===== config.mk =====
export PLATFORM = sky130hd
export DESIGN_NAME = instr_ctrl_fsm
export DESIGN_NICKNAME = d
export VERILOG_FILES = /design/src/rtl/instr_ctrl_fsm.sv
export SDC_FILE = /design/constraint.sdc
export NUM_CORES = 1
export LEC_CHECK = 0
export CORE_ASPECT_RATIO = 1.4
export CORE_MARGIN = 1.5
export CORE_UTILIZATION = 25
export CTS_CLUSTER_DIAMETER = 40
export DETAILED_ROUTE_END_ITERATION = 7
export DONT_BUFFER_PORTS = 1
export GPL_TIMING_DRIVEN = 0
export PLACE_DENSITY_LB_ADDON = 0.3
export SETUP_SLACK_MARGIN = 0.05
export SLEW_MARGIN = 20
export SYNTH_ARGS = -nofsm -noshare
export SYNTH_HDL_FRONTEND = slang
export SYNTH_SLANG_ARGS = --single-unit

===== constraint.sdc =====
create_clock -name clk -period 3.3 [get_ports clk]
set_input_delay 0.66 -clock clk [delete_from_list [all_inputs] [get_ports clk]]
set_output_delay 0.66 -clock clk [all_outputs]
set_load 0.05 [all_outputs]

===== src/rtl/instr_ctrl_fsm.sv =====
// instr_ctrl_fsm: instruction register, decoder and multicycle control FSM for the 16-bit datapath.
// Controls are registered from the next state and next IR, so they behave as Moore outputs of (state, IR).
module instr_ctrl_fsm #(
    parameter int DATA_W = 16,
    parameter int REG_AW = 3
) (
    input  logic              clk,
    input  logic              reset,
    input  logic              load,
    input  logic              s,
    input  logic [DATA_W-1:0] in,
    output logic              w,
    output logic              bad_instr,
    output logic [REG_AW-1:0] readnum,
    output logic [REG_AW-1:0] writenum,
    output logic              write,
    output logic              loada,
    output logic              loadb,
    output logic              loadc,
    output logic              loads,
    output logic              asel,
    output logic              bsel,
    output logic [1:0]        vsel,
    output logic [1:0]        shift,
    output logic [1:0]        ALUop,
    output logic [DATA_W-1:0] sximm8,
    output logic [DATA_W-1:0] sximm5,
    output logic              shift_ctrl
);
    typedef enum logic [2:0] {WAIT, DECODE, GETA, GETB, ALU, WREG, WIMM} state_t;
    state_t state, ns;
    logic [DATA_W-1:0] ir, ir_n;
    logic [2:0] opc;
    logic [1:0] op, sh;
    logic [REG_AW-1:0] rn, rd, rm;
    logic mov_imm, mov_reg, alu_cls, mvn, cmp;
    assign sximm8 = {{(DATA_W-8){ir[7]}}, ir[7:0]};
    assign sximm5 = {{(DATA_W-5){ir[4]}}, ir[4:0]};
    assign shift_ctrl = 1'b0;
    always_comb begin
        ir_n = (state == WAIT && load) ? in : ir;
        opc = ir_n[15:13];
        op = ir_n[12:11];
        rn = ir_n[10:8];
        rd = ir_n[7:5];
        sh = ir_n[4:3];
        rm = ir_n[2:0];
        mov_imm = opc == 3'b110 && op == 2'b10;
        mov_reg = opc == 3'b110 && op == 2'b00;
        alu_cls = opc == 3'b101;
        mvn = alu_cls && op == 2'b11;
        cmp = alu_cls && op == 2'b01;
        ns = WAIT;
        case (state)
            WAIT:    ns = s ? DECODE : WAIT;
            DECODE:  ns = mov_imm ? WIMM : (mov_reg || mvn) ? GETB : alu_cls ? GETA : WAIT;
            GETA:    ns = GETB;
            GETB:    ns = ALU;
            ALU:     ns = cmp ? WAIT : WREG;
            default: ns = WAIT;
        endcase
    end
    always_ff @(posedge clk) begin
        if (reset) begin
            state <= WAIT;
            ir <= '0;
            w <= 1'b1;
            bad_instr <= 1'b0;
            readnum <= '0;
            writenum <= '0;
            write <= 1'b0;
            loada <= 1'b0;
            loadb <= 1'b0;
            loadc <= 1'b0;
            loads <= 1'b0;
            asel <= 1'b0;
            bsel <= 1'b0;
            vsel <= 2'd0;
            shift <= 2'd0;
            ALUop <= 2'd0;
        end else begin
            state <= ns;
            ir <= ir_n;
            w <= ns == WAIT;
            bad_instr <= ns == DECODE && !(mov_imm || mov_reg || alu_cls);
            readnum <= ns == GETA ? rn : ns == GETB ? rm : '0;
            writenum <= ns == WREG ? rd : ns == WIMM ? rn : '0;
            write <= ns == WREG || ns == WIMM;
            loada <= ns == GETA;
            loadb <= ns == GETB;
            loadc <= ns == ALU && !cmp;
            loads <= ns == ALU && cmp;
            asel <= ns == ALU && (mov_reg || mvn);
            bsel <= 1'b0;
            vsel <= ns == WIMM ? 2'd3 : 2'd0;
            shift <= ns == ALU ? sh : 2'd0;
            ALUop <= (ns == ALU && alu_cls) ? op : 2'd0;
        end
    end
endmodule


==> run_results.csv, run 1 <==
group,metric,value,unit
clock_network,clk_latency,0.29,ns
grt,grt_start_max_net_pins,15,
sta,slew_headroom,0.505,
detailed_routing,dr_total_vias,1481,
logic_synthesis,syn_area_per_cell,8.94,µm²
sta,setup_viol,0,
hold_path,hp-start,"ir[3]$_SDFF_PP0_",
clock_network,cts_tree,"yes",
pwr,leakage,0.876,nW
logic_synthesis,syn_area,1900,µm²
sta,max_clock_freq,0.509,GHz
sta,layout_min_cycle_time,1.96,ns
sta,slew_viol_final,0,
final_layout,final_nets,241,
pwr,power_frac_comb,0.178,
detailed_routing,routed_wl,4.60,mm
sta,hold_violations,0,
floorplanning,core_area,7360,µm²
floorplanning,ios,74,
clock_network,hold_buffers,0,
critical_path,cp_max_fo,10,
hold_path,hp-class,"reg -> reg",
final_layout,stdcell_count,320,
detailed_routing,wl_per_cell,14.4,µm
sta,finalCritPeriodShare,0.595,
detailed_routing,dr.pass1.iters,4,
logic_synthesis,yosysWarnings,0,
detailed_routing,drtIter0Drc,90,
detailed_routing,post-route-drc-count,0,
detailed_routing,postRouteAntennaNets,0,
placed_design,io_buffers,0,
clock_network,cts_inserted_buffers,5,
hold_path,hold_depth,2,
pwr,swShare,0.281,
logic_synthesis,synth_largest_area_cell,"dfxtp_1",
sta,final.setup_skew,0.00613,ns
logic_synthesis,synth_edf_count,0,
logic_synthesis,synth_cells,213,
final_layout,syn_to_final_growth,14.2,%
placed_design,gp_congestion,0.800,
pwr,p_int,0.859,mW
pwr,power_density,550,nW/µm²
logic_synthesis,synth_seq_cells,38,
sta,rsz0062_at_grt,"false",
clock_network,ctsResizeCount,0,
status,status,"finished, final reports clean",
critical_path,reg2reg_to,"writenum[0]$_SDFF_PP0_",
clock_network,cts_htree_levels,2,
sta,max_slew.worst_pin.slew,0.741,ns
logic_synthesis,synth.distinct_cells,47,
critical_path,ff2ff_path_depth,5,
logic_synthesis,ys_async_sr_fraction,0,
final_layout,drive_gt1_frac,0.275,
grt,grt_pass1_vias,1388,
pwr,pwr-share-clk,0.410,
logic_synthesis,synthTopCellsByArea,"dfxtp_1 (40%), buf_4 (14%), nand2_1 (4.7%)",
floorplanning,rows,37,
grt,grt_first_pass_wirelength,7.00,mm
grt,grt_antenna_before_repair,1,
logic_synthesis,synth_commonest_cells,"dfxtp_1 (38), buf_4 (35), nand2_1 (24)",
placed_design,dp_cells,311,
clock_network,cts_sinks,38,
clock_network,clkSlewWorstSetupHoldPaths,0.08,ns
pwr,max-vdd-ir-drop,0.209,mV
critical_path,cp_data_arrival_time,2.19,ns
logic_synthesis,yosysMostFrequentCell,"dfxtp_1",
pwr,switchingPower,0.336,mW
logic_synthesis,synth_top_area_frac,0.399,
logic_synthesis,ys.flop_type,"dfxtp_1",
critical_path,required,3.53,ns
grt,overflow,0,
floorplanning,die_h,106,µm
sta,fin_setup_tns,0,ns
placed_design,hpwlAfterDp,3.58,mm
floorplanning,die_w,76.8,µm
detailed_routing,viasPerCell,4.63,
critical_path,rrSetupSlack,1.34,ns
clock_network,cts_max_path_buffers,2,
logic_synthesis,synth_seq_area_share,0.399,
critical_path,critPathKind,"reg -> reg",
hold_path,hold_path_end,"ir[3]$_SDFF_PP0_",
critical_path,timing.rr.start,"state[0]$_SDFF_PP0_",
clock_network,post_cts.repair.setup_buffers,0,
clock_network,cts_root_buf,"clkbuf_8",
critical_path,startpoint_type,"flip-flop",
grt,track_usage,0.111,
critical_path,cp-end-kind,"flip-flop",
floorplanning,dieArea,8160,µm²
floorplanning,start_util,0.259,
flow_run,maxCapViolCount,0,
pwr,p_seq_frac,0.412,
power groups by stage:
| stage | Sequential (mW) | Clock [mW] | Combinational [mW] |
|---|---|---|---|
| final | 0.493 | 0.490 | 0.213 |
| after floorplan | 0.500 | 0 | 0.193 |
| after global placement | 0.503 | 0 | 0.213 |
| after global routing | 0.495 | 0.512 | 0.224 |
| after detailed placement | 0.504 | 0 | 0.214 |
| after CTS | 0.493 | 0.497 | 0.214 |
per-stage QoR:
| step | total power, mW | setup WS, ns | util | area [µm²] | hold slack (ns) |
|---|---|---|---|---|---|
| after floorplan | 0.693 | 1.44 | - | 1910 | 0.457 |
| after global placement | 0.716 | 1.10 | 0.276 | 2030 | 0.477 |
| after detailed placement | 0.718 | 1.07 | 0.276 | 2030 | 0.493 |
| after CTS | 1.20 | 1.29 | 0.295 | 2170 | 0.504 |
| after global routing | 1.23 | 1.21 | 0.295 | 2170 | 0.522 |
| final | 1.20 | 1.34 | 0.295 | 2170 | 0.501 |
worst max path at each step:
| stage | from | end | slack, ns | cells after the start |
|---|---|---|---|---|
| 3_3_place_gp | reset | state[2]$_SDFF_PP0_ | 1.10 | 4 |
| 6_report | state[0]$_SDFF_PP0_ | writenum[0]$_SDFF_PP0_ | 1.34 | 5 |
| 4_1_cts | state[0]$_SDFF_PP0_ | writenum[0]$_SDFF_PP0_ | 1.29 | 5 |
| 3_5_place_dp | reset | state[2]$_SDFF_PP0_ | 1.07 | 4 |
| 5_1_grt | state[0]$_SDFF_PP0_ | writenum[2]$_SDFF_PP0_ | 1.21 | 5 |
| 2_1_floorplan | load | bad_instr$_SDFF_PP0_ | 1.44 | 7 |
state kept, by name, summed over array words and instances (netlist names):
signal	count
bad_instr	1
loadb	1
loads	1
asel	1
write	1
vsel	1
w	1
state	3
ir	16
shift	2
ALUop	2
readnum	3
writenum	3
loada	1
loadc	1
cell usage in the layout, fill, tap and decap left out, types with 2 or more instances in the layout:
master,netlist,routed
nor2_1,16,16
and2b_1,2,2
a21oi_1,14,14
nand3b_1,3,3
clkbuf_8,0,6
buf_2,6,6
nand3_1,3,3
mux2_2,3,3
nor2b_1,3,3
nor3_1,2,2
nand2_1,24,24
clkbuf_1,3,3
bufinv_16,0,2
nor3b_1,3,3
a211oi_1,4,4
o21ai_0,2,2
buf_4,35,35
conb_1,1,2
and3_1,2,2
a31oi_1,2,2
o2bb2ai_1,3,3
nand4_1,7,7
buf_6,2,2
mux2i_1,4,4
o211ai_1,2,2
inv_1,5,5
dfxtp_1,38,38
a221o_1,3,3
area by class of cell:
class / instances / area (µm²)
Antenna cell: 1 / 2.50
Buffer: 47 / 330
Clock buffer: 6 / 82.6
Clock inverter: 2 / 60.1
Fill cell: 803 / 5190
Inverter: 5 / 18.8
Multi-Input combinational cell: 124 / 798
Sequential cell: 38 / 761
Tap cell: 97 / 121
worst max-delay path, cell delays in order, from the launching register on:
cell       delay [ns]
dfxtp_1          0.31
buf_2            0.18
nor4b_4          0.53
nand4_1          0.21
a2111o_1         0.51
o2bb2ai_1        0.16
metal layers:
metal,vias to the layer above,share of wire,routed length [µm],global-route usage
met5,-,0,0,0
li1,728,-,-,-
met2,53,0.52,2380,0.205
met1,691,0.37,1710,0.109
met3,9,0.083,383,0.0361
met4,0,0.027,123,0.0542
kinds of logic after synthesis:
logic type	Yosys count	synth area share
AOI/OAI and AO/OA	41	0.160
and+or+nand+nor	74	0.216
other	1	0.00197
buffers and inverters	52	0.183
DFF	38	0.399
muxes	7	0.0388
No activity file was read; power rests on OpenSTA's default activity.
==> run 2: changes to the inputs <==
clock period = 2.1 ns   (was 3.3 ns; I/O delays follow)
==> run_results.csv, run 2 (synthesized netlist as in run 1, its figures left out) <==
group,metric,value,unit
floorplanning,ios,74,
critical_path,critPathTopFamily,"simple AND/OR/NAND/NOR gates",
final_layout,multi_input_area,803,µm²
critical_path,worst_path_max_delay_cell,"a2111o_1",
status,status,"finished, final reports clean",
detailed_routing,wl_per_cell,14.4,µm
sta,finalCritPeriodShare,0.914,
clock_network,cts_max_path_buffers,2,
floorplanning,dieArea,8160,µm²
sta,slew_viol_final,0,
floorplanning,rows,37,
detailed_routing,dr_total_vias,1484,
placed_design,io_buffers,0,
pwr,max-vdd-ir-drop,0.325,mV
final_layout,largest_reg_flops,16,
hold_path,hp-class,"in -> reg",
clock_network,ctsResizeCount,0,
grt,grt_start_max_net_pins,15,
final_layout,nFillCells,799,
floorplanning,start_util,0.259,
flow_run,maxCapViolCount,0,
clock_network,clkSlewWorstSetupHoldPaths,0.08,ns
sta,timing.hold.ws,0.269,ns
sta,rsz0062_at_grt,"true",
grt,overflow,0,
pwr,leakage,0.883,nW
critical_path,cp_max_fo,10,
detailed_routing,post-route-drc-count,0,
detailed_routing,postRouteAntennaNets,0,
final_layout,mostFrequentLayoutCells,"dfxtp_1 (38), buf_4 (35), nand2_1 (24)",
sta,layout_min_cycle_time,1.92,ns
placed_design,hpwlAfterDp,3.58,mm
detailed_routing,drtIter0Drc,84,
critical_path,cp_data_arrival_time,2.15,ns
final_layout,syn_to_final_growth,14.5,%
clock_network,cts_sinks,38,
pwr,power_density,862,nW/µm²
floorplanning,core_area,7360,µm²
final_layout,drive_gt1_frac,0.284,
final_layout,regMostFlops,"ir",
critical_path,crit_chain,"buf_2 > nor4b_4 > nand4_1 > a2111o_1 > o2bb2ai_1",
grt,track_usage,0.111,
final_layout,final_common_cell,"dfxtp_1",
detailed_routing,viasPerCell,4.64,
clock_network,post_cts.repair.setup_buffers,0,
placed_design,gp_congestion,0.800,
floorplanning,die_w,76.8,µm
grt,grt_pass1_vias,1388,
final_layout,final_nets,241,
sta,fin_setup_tns,0,ns
sta,setup_viol,0,
floorplanning,die_h,106,µm
critical_path,cp_slowest_stage_delay,0.51,ns
sta,hold_violations,0,
clock_network,cts_htree_levels,2,
detailed_routing,routed_wl,4.62,mm
final_layout,regArea,761,µm²
clock_network,clk_latency,0.30,ns
clock_network,cts_inserted_buffers,5,
critical_path,required,2.33,ns
critical_path,cp-end-kind,"flip-flop",
sta,max_slew.worst_pin.slew,0.613,ns
clock_network,hold_buffers,0,
sta,final.setup_skew,0.00690,ns
critical_path,crit_buf_inv,1,
grt,grt_first_pass_wirelength,7.00,mm
sta,slew_headroom,0.591,
grt,grt_antenna_before_repair,1,
sta,max_clock_freq,0.521,GHz
critical_path,startpoint_type,"flip-flop",
clock_network,cts_tree,"yes",
detailed_routing,dr.pass1.iters,4,
clock_network,cts_root_buf,"clkbuf_8",
critical_path,critPathKind,"reg -> reg",
[run 2: changes by cell type in the layout (fill, tap and decap cells not counted)]
cell      before  now
clkbuf_1       3    2
clkbuf_2       0    1
nor3b_1        3    2
nor3b_2        0    1
[run 2: path summary, 6_finish.rpt]
| path | from | to | slack [ns] | cells past startpoint |
|---|---|---|---|---|
| max | state[0]$_SDFF_PP0_ | writenum[0]$_SDFF_PP0_ | 0.18 | 5 |
| min | in[4] | ir[4]$_SDFF_PP0_ | 0.27 | 2 |
| max reg2reg | state[0]$_SDFF_PP0_ | writenum[0]$_SDFF_PP0_ | 0.18 | 5 |
| min reg2reg | ir[3]$_SDFF_PP0_ | ir[3]$_SDFF_PP0_ | 0.50 | 2 |
[run 2: final cells by class]
type / instances / area share
buffer: 47 / 0.152
multi-input combinational: 124 / 0.368
tap: 97 / 0.0557
sequential: 38 / 0.349
clock buffer: 6 / 0.0379
clock inverter: 2 / 0.0275
inverter: 5 / 0.00861
antenna: 1 / 0.00115
[run 2: per-layer routing]
layer,vias up,share of wire,global-route usage
met5,-,0,0
met4,0,0.026,0.0542
met3,9,0.082,0.0361
met2,50,0.52,0.205
met1,694,0.38,0.109
li1,731,-,-
[run 2: worst reg2reg max path, cell delays in order (launching register included)]
cell,delay (ns)
dfxtp_1,0.31
buf_2,0.18
nor4b_4,0.49
nand4_1,0.21
a2111o_1,0.51
o2bb2ai_1,0.16
[run 2: per-stage QoR]
step,total power [mW],cells,area [µm²],utilization,setup slack [ns]
finish,1.88,320,2180,0.296,0.180
global route,1.94,320,2180,0.296,0.0498
CTS,1.89,319,2170,0.295,0.0884
detailed placement,1.13,311,2030,0.276,0.107
global placement,1.13,311,2030,0.276,0.134
floorplan,1.09,214,1910,-,0.478
[run 2: power breakdown]
part	leakage [nW]	internal [mW]	total, mW	switching (mW)
Sequential	0.309	0.743	0.775	0.0313
Combinational	0.502	0.100	0.335	0.234
Clock	0.0714	0.507	0.772	0.265
